$ cat config.mk
export PLATFORM = sky130hd
export DESIGN_NAME = mux_scan_ctrl
export DESIGN_NICKNAME = d
export VERILOG_FILES = /design/src/rtl/mux_scan_ctrl.sv
export SDC_FILE = /design/constraint.sdc
export NUM_CORES = 1
export LEC_CHECK = 0
export BUFFER_PORTS_ARGS = -buffer_cell sky130_fd_sc_hd__buf_2
export CORE_UTILIZATION = 39
export DETAILED_ROUTE_END_ITERATION = 10
export HOLD_SLACK_MARGIN = 0.15
export PLACE_DENSITY = 0.72
export SETUP_SLACK_MARGIN = 0.02
export SYNTH_ARGS = -nofsm -noshare
export SYNTH_HDL_FRONTEND = slang
export SYNTH_SLANG_ARGS = --single-unit
$ cat constraint.sdc
create_clock -name clk -period 2 [get_ports clk]
set_clock_uncertainty 0.05 [all_clocks]
set_input_delay 0.4 -clock clk [delete_from_list [all_inputs] [get_ports clk]]
set_output_delay 0.4 -clock clk [all_outputs]
set_load 0.01 [all_outputs]
$ cat src/rtl/mux_scan_ctrl.sv
// Scan sequencer for the m81 8:1 mux: steps sel through the enabled channels,
// samples mux_out after SETTLE idle cycles, and presents the 8-bit snapshot on valid/ready.
module mux_scan_ctrl #(
  parameter int NCH    = 8,
  parameter int SETTLE = 1
) (
  input  logic                   clk,
  input  logic                   rst_n,
  input  logic                   start,
  input  logic                   abort,
  input  logic [NCH-1:0]         ch_mask,
  input  logic                   mux_out,
  output logic [$clog2(NCH)-1:0] sel,
  output logic                   busy,
  output logic                   out_valid,
  output logic [NCH-1:0]         out_data,
  input  logic                   out_ready,
  output logic [1:0]             state_dbg
);

  localparam int SW = $clog2(NCH);
  localparam logic [3:0] SETTLE_CNT = 4'(SETTLE);

  typedef enum logic [1:0] {
    S_IDLE   = 2'd0,
    S_SETTLE = 2'd1,
    S_OUT    = 2'd2
  } state_t;

  state_t         state, state_nxt;
  logic [NCH-1:0] mask_q;
  logic [3:0]     cnt;
  logic [SW-1:0]  first_ch;
  logic [SW-1:0]  next_ch;
  logic           next_ok;

  // Handshake: the word transfers on any rising edge where out_valid && out_ready;
  // out_valid never drops and out_data never changes until that edge.

  // Descending loops leave the lowest qualifying index as the winner.
  always_comb begin
    first_ch = '0;
    next_ch  = sel;
    next_ok  = 1'b0;
    for (int i = NCH - 1; i >= 0; i--) begin
      if (ch_mask[i]) first_ch = SW'(i);
      if (mask_q[i] && (i > int'(sel))) begin
        next_ch = SW'(i);
        next_ok = 1'b1;
      end
    end
  end

  always_ff @(posedge clk or negedge rst_n) begin
    if (!rst_n) state <= S_IDLE;
    else        state <= state_nxt;
  end

  always_comb begin
    state_nxt = state;
    case (state)
      S_IDLE: begin
        if (start && !abort) state_nxt = (|ch_mask) ? S_SETTLE : S_OUT;
      end
      S_SETTLE: begin
        if (abort)                           state_nxt = S_IDLE;
        else if ((cnt == 4'd0) && !next_ok)  state_nxt = S_OUT;
      end
      S_OUT: begin
        if (out_ready) state_nxt = S_IDLE;
      end
      default: state_nxt = S_IDLE;
    endcase
  end

  always_comb begin
    busy      = (state != S_IDLE);
    out_valid = (state == S_OUT);
    state_dbg = state;
  end

  always_ff @(posedge clk or negedge rst_n) begin
    if (!rst_n) begin
      mask_q   <= '0;
      sel      <= '0;
      cnt      <= '0;
      out_data <= '0;
    end else begin
      case (state)
        S_IDLE: begin
          if (start && !abort) begin
            mask_q   <= ch_mask;
            sel      <= first_ch;
            cnt      <= (|ch_mask) ? SETTLE_CNT : 4'd0;
            out_data <= '0;
          end
        end
        S_SETTLE: begin
          if (abort) begin
            sel      <= '0;
            cnt      <= '0;
            out_data <= '0;
          end else if (cnt != 4'd0) begin
            cnt <= cnt - 4'd1;
          end else begin
            out_data[sel] <= mux_out;
            if (next_ok) begin
              sel <= next_ch;
              cnt <= SETTLE_CNT;
            end
          end
        end
        S_OUT: begin
          if (out_ready) sel <= '0;
        end
        default: sel <= '0;
      endcase
    end
  end

endmodule

== Word-level counts from Yosys, hierarchy flattened ==
Cells that the tools add are included.

* Register bits after elaboration: 25
* Bits of input ports: 14
* Output and inout bits: 15
* Logic and storage cells: 94

* $add $sub $neg: 1
* Order comparisons: 9
* Equal/unequal tests: 9
* Multiplexer cells: 47
* Reductions and logical operators: 23

{| class="wikitable"
|+ Operators with widths
! operator !! count
|-
| 3-bit two-way mux || 20
|-
| 8-bit two-way mux || 3
|-
| 4-bit two-way mux || 4
|-
| 8-bit one-hot mux with 2 select lines || 1
|-
| 3-bit > comparator (first input constant) || 4
|-
| 1-bit logical AND || 10
|-
| 2-bit two-way mux || 5
|-
| 1-bit two-way mux || 9
|-
| 3-bit inequality test (second input constant) || 3
|-
| 9-bit inequality test (second input constant) || 1
|-
| 3-bit one-hot mux with 3 select lines || 1
|-
| 3-bit AND reduction || 3
|-
| 8-bit bitwise mux || 1
|-
| 4-bit one-hot mux with 2 select lines || 1
|-
| 8-bit OR reduction || 1
|-
| 2-bit by 3-bit > comparator with 1-bit output (first input constant) || 2
|-
| 2-bit one-hot mux with 3 select lines || 1
|-
| 5-bit AND reduction || 1
|-
| 4-bit logical NOT || 1
|-
| 3-bit by 4-bit less-than comparator with 1-bit output (second input constant) || 1
|-
| 4-bit inequality test (second input constant) || 1
|-
| 2-bit nonzero test || 2
|-
| 4-bit nonzero test || 1
|-
| 4-bit by 1-bit subtractor with 4-bit output (second input constant) || 1
|-
| other kinds (10) || 11
|}

== Depth between registers and ports, before layout ==
Gate-level depths: netlist of run 1.

* Depth after elaboration: 14
* Mapped depth: 7
* Depth with buffers taken out: 7

== Worst setup path before layout of run 1 ==
OpenSTA, ideal clock, no wires.

* Path type: register -> register
* From: reg sel[2]
* To: reg sel[1]
* Setup time: 0.125 ns
* Arrival: 1.578 ns
* Required time: 1.825 ns
* Path slack: 0.248 ns
* Cell stages (with the launch flop): 7
* Path buffers: 1
* Period minus slack after synthesis: 1.752 ns
* Cell sequence: dfrtp_1 -> buf_2 -> a21boi_0 -> a211oi_1 -> a31oi_1 -> o22ai_2 -> mux2_2

* Word-level cells in the longest chain between the ends: 12
* Elaborated cells between the ends (all ways): 34
* Classes of those cells: order compare (7); eq/ne (2); mux (17); reduce/logical (8)

{| class="wikitable"
|+ Ends and longest elaborated chain
! what !! RTL line !! RTL
|-
| from (decl) || 13 || <nowiki>output logic [$clog2(NCH)-1:0] sel,</nowiki>
|-
| from (signal assigned) || 93 || <nowiki>sel <= first_ch;</nowiki>
|-
| from (signal assigned) || 108 || <nowiki>sel <= next_ch;</nowiki>
|-
| 3-bit > comparator || 47 || <nowiki>if (mask_q[i] && (i > int'(sel))) begin</nowiki>
|-
| 1-bit logical AND || 47 ||
|-
| 3-bit two-way mux (6 in a row) || 47 ||
|-
| 3-bit two-way mux || 107 || <nowiki>if (next_ok) begin</nowiki>
|-
| 3-bit two-way mux || 103 || <nowiki>end else if (cnt != 4'd0) begin</nowiki>
|-
| 3-bit two-way mux || 99 || <nowiki>if (abort) begin</nowiki>
|-
| 3-bit one-hot mux with 3 select lines || 89 || <nowiki>case (state)</nowiki>
|}

Several ways; a longest one is shown, not always the timed one. The select of a mux whose other input is x is not followed.
A chain may end at the register's enable or synchronous reset.

== Worst setup path after layout of run 1 ==
* From: reg sel[0]
* To: reg sel[2]

Same word-level chain as after synthesis.

==> qor.yml, run 1 <==
status: "completed"
clock_path_buffers: 2
hold_end: "out_data[0]$_DFFE_PN0P_"
synth_top_family_by_area: "compound AO/OA/AOI/OAI gates"
initial_core_util_pct: 42.32
grt_max_degree: 25
seq_area_sq_um: 601.8
synth_top_area_share_pct: 40.92
synth-edff-count: 0
max_freq_ghz: 0.5319
wire_per_inst_um: 13.76
met1_length_um: 1622
core_sq_mm: 0.003468
syn_to_final_growth_pct: 21.14
final_nets: 223
p_leak_nw: 0.8318
maxCapViolations: 0
fp.dieW_um: 63.35
yosysWarnings: 0
grt_pass1_vias: 1222
total_power_mw: 1.833
reg2reg_from: "sel[0]$_DFFE_PN0P_"
filler_cell_count: 369
met3WireLength_um: 131
via_per_inst: 5.409
n_antenna_cell: 0
synth_cells: 170
dieHeight_um: 63.35
synth_fp_nets: 186
drv_slew: 0
path_class: "flip-flop to flip-flop"
multi_input_area_sq_um: 808.3
numPortBuffers: 28
synthArstFlopShare_pct: 100.0
post_cts_buffers: 0
synth-simple-area-share_pct: 21.40
synth_top_area_cell: "dfrtp_1"
ant_nets: 0
dieArea_sq_mm: 0.004013
whs_path_depth: 3
top_layer: "met4"
cp-start-kind: "flip-flop"
tightestPinTransition_ns: 0.5438
cts_made_buffers: 3
synth_area_sq_mm: 0.001468
hold_path.class: "input pin to flip-flop"
grt_pass1_wl_um: 5802
rows: 21
root_buffer: "clkbuf_8"
p_per_area_mw_per_mm2: 1031
synth-compound-area-share_pct: 24.81
timing.final.crit_period_ns: 1.880
dpl.hpwl_um: 2721
finish.utilization_pct: 51.26
antenna_found_initial: 0
ys.flop_type: "dfrtp_1"
htree_levels: 1
drc: 0
ys_ff_latch: 24
rsz0062_at_grt: "no"
hold_viol: 0
cts.sinks: 24
required_ns: 2.10
clk_pin_slew_ns: 0.08
ios: 29
wl_um: 3468
seq_area_frac_synth_pct: 40.92
min_from: "mux_out"
cts_tree: "done"
muxShareOfSynthArea_pct: 6.820
period_share_pct: 94.01
vias: 1363
setup.worst_path.start: "sel[0]$_DFFE_PN0P_"
synth_xor_area_share_pct: 0
grtUsageTotal_pct: 18.52
yosys.area_share.adder_pct: 1.705
rrSetupSlack_ns: 0.12
overflow: 0
ir_drop_uv: 648.1
synth.distinct_cells: 45
post_route_cells_drive_above_1_share_pct: 29.61
met2_length_um: 1700
tns_ns: 0
clock_latency_ns: 0.26
drt_iter0_markers: 88
dr.pass1.iters: 4
synth_area_leaders: "dfrtp_1 41%, o21ai_0 6.8%, mux2_2 5.4%"
r2r_end: "sel[2]$_DFFE_PN0P_"
crit_path_max_fanout: 15
finalSetupViolCount: 0
gp_congestion: 0.8610
worstRegToRegCells: 6
endpoint_kind: "flip-flop"
arrival_ns: 1.98
slew_headroom_pct: 63.74
syn_area_per_cell_sq_um: 8.633
placed cells by master (no fill, tap or decap), drive strengths merged, types with 2 or more instances in the layout:
cell / count
nand2b: 5
nand2: 17
nor2b: 3
buf: 38
o31ai: 2
nor2: 22
o21a: 2
clkbuf: 4
a32o: 3
nor3b: 3
or2: 3
nand3: 6
nor3: 4
o21ai: 21
a21oi: 10
ha: 2
a211oi: 2
o22ai: 2
inv: 8
dfrtp: 24
mux2: 8
cells in the mapped netlist, drive strengths merged, types with 4 or more instances:
cell type,count
buf,4
nand3,6
inv,8
nand2,17
nand2b,5
o21ai,21
nor2,22
dfrtp,24
mux2,8
a21oi,10
nor3,4
sequential cells by signal, summed over array words and instances (netlist names):
signal,count
sel,3
mask_q,7
cnt,4
state_dbg,2
out_data,8
metrics by stage:
step           hold slack [ns]  setup WS [ns]  area [sq um]  instances
6_report                0.3424         0.1198          1778        252
5_1_grt                 0.3347        0.02786          1778        252
4_1_cts                 0.3279         0.1020          1772        252
3_5_place_dp            0.3694         0.1370          1707        247
3_3_place_gp            0.3596         0.1542          1707        247
2_1_floorplan          0.05441         0.2476          1468        170
where the power goes:
group / switching [mW] / internal (mW) / leakage (nW)
logic: 0.442 / 0.363 / 0.493
clock network: 0.153 / 0.176 / 0.0288
registers: 0.116 / 0.583 / 0.310
total: 0.711 / 1.12 / 0.832
how the worst max path moves through the flow:
| stage | end | slack [ns] | cells past startpoint |
|---|---|---|---|
| after global routing | sel[1]$_DFFE_PN0P_ | 0.03 | 5 |
| after global placement | sel[1]$_DFFE_PN0P_ | 0.15 | 5 |
| after detailed placement | sel[1]$_DFFE_PN0P_ | 0.14 | 5 |
| after floorplan | sel[1]$_DFFE_PN0P_ | 0.25 | 6 |
| after CTS | sel[1]$_DFFE_PN0P_ | 0.10 | 5 |
| final | sel[2]$_DFFE_PN0P_ | 0.12 | 6 |
worst max-delay path: stages (launching register included):
cell      delay, ns
dfrtp_1        0.45
buf_4          0.22
nor3b_1        0.24
o21bai_1       0.13
a31oi_1        0.21
o22ai_2        0.14
mux2_1         0.32
per-layer routing:
metal	vias up	GRT usage, %
met3	2	3.986
met1	642	24.94
li1	685	-
met2	34	30.32
met4	0	3.693
met5	-	0
cell type report:
class                   instances  area share, %
well taps                      46          3.237
inverters                       8          1.689
multi-input cells             131          45.46
clock buffers                   4          3.096
repair buffers                 39          12.67
flip-flops and latches         24          33.85
kinds of logic (layout without fill, tap and decap cells):
logic type      Yosys count  after routing
simple gates             66             66
compound gates           54             54
flops                    24             24
buf+inv                  15             51
mux                       9              9
fa+ha+maj                 2              2
timing repair:
| item | in CTS | in global routing |
|---|---|---|
| hold buffers | 1 | 0 |
| resized for setup | 0 | 2 |
| endpoints found under the hold margin | 24 | 0 |
| setup endpoints to repair | 0 | 9 |
No activity file was read; power rests on OpenSTA's default activity.
==> run 2: changes to the inputs <==
- ABC_AREA: not set -> 1
- PLACE_DENSITY: 0.72 -> 0.71
==> run 2 against run 1 <==
Against the previous run: area after synthesis up 8.5%; clock power shrank 13%; fmax grew 17%; largest cell class unchanged; highest routed layer unchanged.
==> qor.yml, run 2 <==
status: "completed"
required_ns: 2.15
seq_area_sq_um: 600.6
arrival_ns: 1.76
synthArstFlopShare_pct: 100.0
largest_register: "out_data"
dieHeight_um: 65.91
root_buffer: "clkbuf_8"
synth_area_leaders: "dfrtp_1 38%, nand2_1 15%, inv_1 5.9%"
grtUsageTotal_pct: 16.51
n_antenna_cell: 0
multi_input_area_sq_um: 819.5
drt_iter0_markers: 73
synth.most_common_cell: "nand2_1"
gp_congestion: 0.9193
largest_reg_flops: 8
post_route_cells_drive_above_1_share_pct: 26.53
final_nets: 263
dieArea_sq_mm: 0.004343
overflow: 0
rrSetupSlack_ns: 0.39
hold_viol: 0
synthTopCellsByCount: "63 x nand2_1, 25 x inv_1, 24 x dfrtp_1"
crit_chain: "nor2_4 -> nand3_2 -> nand2_2 -> nand3_2 -> o21ai_1"
fp.dieW_um: 65.91
slowest_delay_ns: 0.46
post_cts_buffers: 0
dp_slack_ns: 0.3712
max_freq_ghz: 0.6198
numPortBuffers: 28
maxCapViolations: 0
drv_slew: 0
whs_path_depth: 3
min_from: "ch_mask[1]"
hold_path.class: "input pin to flip-flop"
rows: 22
dpl-instance-area_sq_mm: 0.001748
tns_ns: 0
wl_um: 3281
synth_top_area_share_pct: 37.71
slowest_stage: "dfrtp_1"
wire_per_inst_um: 11.20
p_per_area_mw_per_mm2: 1491
cts_resized: 0
yosysWarnings: 0
timing.final.crit_period_ns: 1.613
seq_area_frac_synth_pct: 37.71
cp-start-kind: "flip-flop"
synth-edff-count: 0
path_class: "flip-flop to flip-flop"
clock_path_buffers: 2
grt_max_degree: 25
fin_area_sq_mm: 0.001799
reg2reg_from: "state_dbg[0]$_DFFE_PN0P_"
clk_pin_slew_ns: 0.08
core_sq_mm: 0.003799
synth_top_area_cell: "dfrtp_1"
dpl.hpwl_um: 2613
hold_buffers: 1
synth_area_sq_mm: 0.001593
syn_to_final_growth_pct: 12.96
rsz0062_at_grt: "no"
r2r_end: "out_data[6]$_DFFE_PN0P_"
ant_nets: 0
ys_ff_latch: 24
tightestPinTransition_ns: 0.5167
setup.worst_path.start: "state_dbg[0]$_DFFE_PN0P_"
ys.flop_type: "dfrtp_1"
endpoint_kind: "flip-flop"
filler_cell_count: 411
drc: 0
finalSetupViolCount: 0
clock_latency_ns: 0.27
ios: 29
cts_tree: "done"
hold_end: "mask_q[1]$_DFFE_PN0P_"
period_share_pct: 80.67
vias: 1416
cts.sinks: 24
cts_made_buffers: 3
synth.distinct_cells: 24
synth_cells: 218
worst_path_most_repeated_cell: "nand3_2"
finish.utilization_pct: 47.37
ir_drop_uv: 567.5
initial_core_util_pct: 41.93
synth_fp_nets: 234
crit_path_max_fanout: 16
p_leak_nw: 0.9794
layout_commonest_cell: "nand2_1"
grt_pass1_vias: 1228
htree_levels: 1
syn_area_per_cell_sq_um: 7.306
setup_slack_ns: 0.3866
dr.pass1.iters: 4
slew_headroom_pct: 65.55
most-common-layout-cells: "63 x nand2_1, 28 x buf_2, 25 x inv_1"
grt_pass1_wl_um: 5506
via_per_inst: 4.833
reg.largest.list: "out_data: 8 flops, mask_q: 7 flops, cnt: 4 flops"
whs_ns: 0.3556
antenna_found_initial: 0
worstRegToRegCells: 5
run 2: cell count changes after synthesis, sizes merged, moves of 5 or more:
cell    change
nand3      +10
o21ai       +7
mux2        -8
nand2      +57
inv        +24
nand2b      -5
run 2: worst max-delay path by stage:
stage / slack, ns / end / depth (start not counted)
3_3_place_gp: 0.38 / out_data[4]$_DFFE_PN0P_ / 6
2_1_floorplan: 0.58 / out_data[2]$_DFFE_PN0P_ / 10
3_5_place_dp: 0.37 / out_data[6]$_DFFE_PN0P_ / 6
5_1_grt: 0.20 / out_data[6]$_DFFE_PN0P_ / 5
4_1_cts: 0.38 / out_data[6]$_DFFE_PN0P_ / 5
6_report: 0.39 / out_data[6]$_DFFE_PN0P_ / 5
run 2: final cells by class:
type                    instances  area share (%)
well taps                      48           3.338
multi-input cells             157           45.55
repair buffers                 29           8.345
flip-flops and latches         24           33.38
clock buffers                   3           2.295
inverters                      32           7.093
run 2: kinds of logic after synthesis:
family	synth area share [%]
compound gates	11.78
flops	37.71
fa+ha+maj	1.571
simple gates	37.00
xor+xnor	1.100
buf+inv	10.84
run 2: layer usage:
| metal | part of all wire [%] | global-route usage [%] | up-vias |
|---|---|---|---|
| met2 | 45 | 26.15 | 30 |
| met5 | 0 | 0 | - |
| met4 | 1.4 | 5.707 | 0 |
| li1 | - | - | 749 |
| met1 | 51 | 22.59 | 632 |
| met3 | 3.0 | 2.586 | 5 |
run 2: critical path: cells and delay by family, from the launching register on:
family,cells,cell delay [ns]
compound gates,1,0.14
simple gates,4,0.90
flops,1,0.46
run 2: report_power, final:
part           internal, mW  switching, mW  leakage [nW]
combinational         0.543          0.967         0.643
sequential            0.661          0.225         0.315
clock                 0.135          0.152        0.0216
total                  1.34           1.34         0.979
run 2: metrics by stage:
stage | power, mW | cells
6_report | 2.683 | 293
5_1_grt | 2.924 | 293
4_1_cts | 2.704 | 293
3_5_place_dp | 2.405 | 289
3_3_place_gp | 2.385 | 289
2_1_floorplan | 2.120 | 218
==> run 3: changes to the inputs <==
- clock period: 2 -> 1.6 ns (I/O delays scaled with it)
==> run 3 against run 2 <==
Against the previous run: critical path depth rose by 5; setup slack lost 0.29 ns; clock power grew 26%.
==> qor.yml, run 3 (synthesis gave the netlist of run 2 again) <==
period_share_pct: 94.22
largest_reg_flops: 8
path_class: "flip-flop to flip-flop"
drv_slew: 0
cp-start-kind: "flip-flop"
gp_congestion: 0.8984
wl_um: 3435
final_nets: 269
numPortBuffers: 28
syn_to_final_growth_pct: 18.62
overflow: 0
dieArea_sq_mm: 0.004343
hold_viol: 0
largest_register: "out_data"
arrival_ns: 1.67
post_route_cells_drive_above_1_share_pct: 31.87
drc: 0
initial_core_util_pct: 41.93
rsz0062_at_grt: "yes"
most-common-layout-cells: "61 x nand2_1, 28 x buf_2, 22 x inv_1"
maxCapViolations: 0
via_per_inst: 4.886
endpoint_kind: "flip-flop"
clock_latency_ns: 0.27
dr.pass1.iters: 4
grt_pass1_wl_um: 5802
cts.sinks: 24
clk_pin_slew_ns: 0.08
vias: 1461
grtUsageTotal_pct: 17.51
dieHeight_um: 65.91
core_sq_mm: 0.003799
grt_max_degree: 25
layout_commonest_cell: "nand2_1"
root_buffer: "clkbuf_8"
whs_ns: 0.2805
crit_path_max_fanout: 5
ir_drop_uv: 752.0
required_ns: 1.76
status: "completed"
cts_made_buffers: 3
p_leak_nw: 1.008
total_power_mw: 3.617
cts_tree: "done"
reg.largest.list: "out_data: 8 flops, mask_q: 7 flops, cnt: 4 flops"
setup_slack_ns: 0.09251
slew_headroom_pct: 64.22
p_per_area_mw_per_mm2: 1914
dp_slack_ns: -0.006738
clock_path_buffers: 2
antenna_found_initial: 0
wire_per_inst_um: 11.49
finish.utilization_pct: 49.74
ios: 29
n_antenna_cell: 0
fp.dieW_um: 65.91
hold_path.class: "input pin to flip-flop"
htree_levels: 1
dpl-instance-area_sq_mm: 0.001763
ant_nets: 0
timing.final.crit_period_ns: 1.507
fin_area_sq_mm: 0.001889
finalSetupViolCount: 0
dpl.hpwl_um: 2550
drt_iter0_markers: 65
grt_pass1_vias: 1327
rows: 22
max_freq_ghz: 0.6634
tightestPinTransition_ns: 0.5366
-- run 3: cell count changes in the layout (fill, tap and decap cells not counted), moves of 3 or more --
cell and delta:
dfrtp_1 -3, inv_2 +3, inv_1 -3, dfrtp_2 +3, buf_4 +5
-- run 3: routing by layer --
metal,vias up,routed length [um],track usage (%)
li1,762,-,-
met1,659,1655,23.18
met2,33,1586,28.06
met3,7,125,2.759
met4,0,67,7.337
met5,-,0,0
-- run 3: power by group --
group	internal [mW]	total, mW	switching (mW)
Sequential	0.834	1.13	0.294
Combinational	0.817	2.13	1.31
Clock	0.169	0.361	0.192
Total	1.82	3.62	1.80
-- run 3: timing repair --
action                                  CTS  global route
endpoints found under the setup margin    5            15
gates resized for setup                   1            13
hold buffers                              1             0
cloned                                    0             1
hold endpoints to repair                 24             0
pin swaps                                 0             7
buffers inserted                          0             3
-- run 3: final timing paths --
| kind | start | to | slack, ns | depth (start not counted) |
|---|---|---|---|---|
| min in group asynchronous | rst_n | out_data[7]$_DFFE_PN0P_ | 0.51 | 2 |
| hold / removal | ch_mask[6] | mask_q[6]$_DFFE_PN0P_ | 0.28 | 3 |
| setup reg to reg | cnt[1]$_DFFE_PN0P_ | cnt[0]$_DFFE_PN0P_ | 0.09 | 10 |
| setup / recovery | cnt[1]$_DFFE_PN0P_ | cnt[0]$_DFFE_PN0P_ | 0.09 | 10 |
| max in group asynchronous | rst_n | sel[2]$_DFFE_PN0P_ | 0.61 | 2 |
| hold reg to reg | out_data[1]$_DFFE_PN0P_ | out_data[1]$_DFFE_PN0P_ | 0.44 | 2 |
-- run 3: area by class of cell --
cell class | instances | area, sq um
clock buffer | 3 | 41.29
sequential | 24 | 604.3
multi-input combinational | 158 | 868.3
tap | 48 | 60.06
inverter | 32 | 127.6
timing repair buffer | 34 | 187.7
fill | 396 | 1909
-- run 3: through the flow --
| step | instances | setup TNS (ns) |
|---|---|---|
| 5_1_grt | 299 | -0.06729 |
| 3_5_place_dp | 291 | -0.006738 |
| 2_1_floorplan | 218 | 0 |
| 4_1_cts | 295 | 0 |
| 3_3_place_gp | 291 | 0 |
| 6_report | 299 | 0 |
-- run 3: critical path: stages (launching register included) --
cell and delay, ns:
dfrtp_1 0.40, inv_2 0.10, ha_4 0.14, nand2_4 0.05, nor2_4 0.18, inv_2 0.06, nor2_1 0.10, nand3_1 0.11
nand3_2 0.13, nand2_2 0.07, nand2_1 0.06
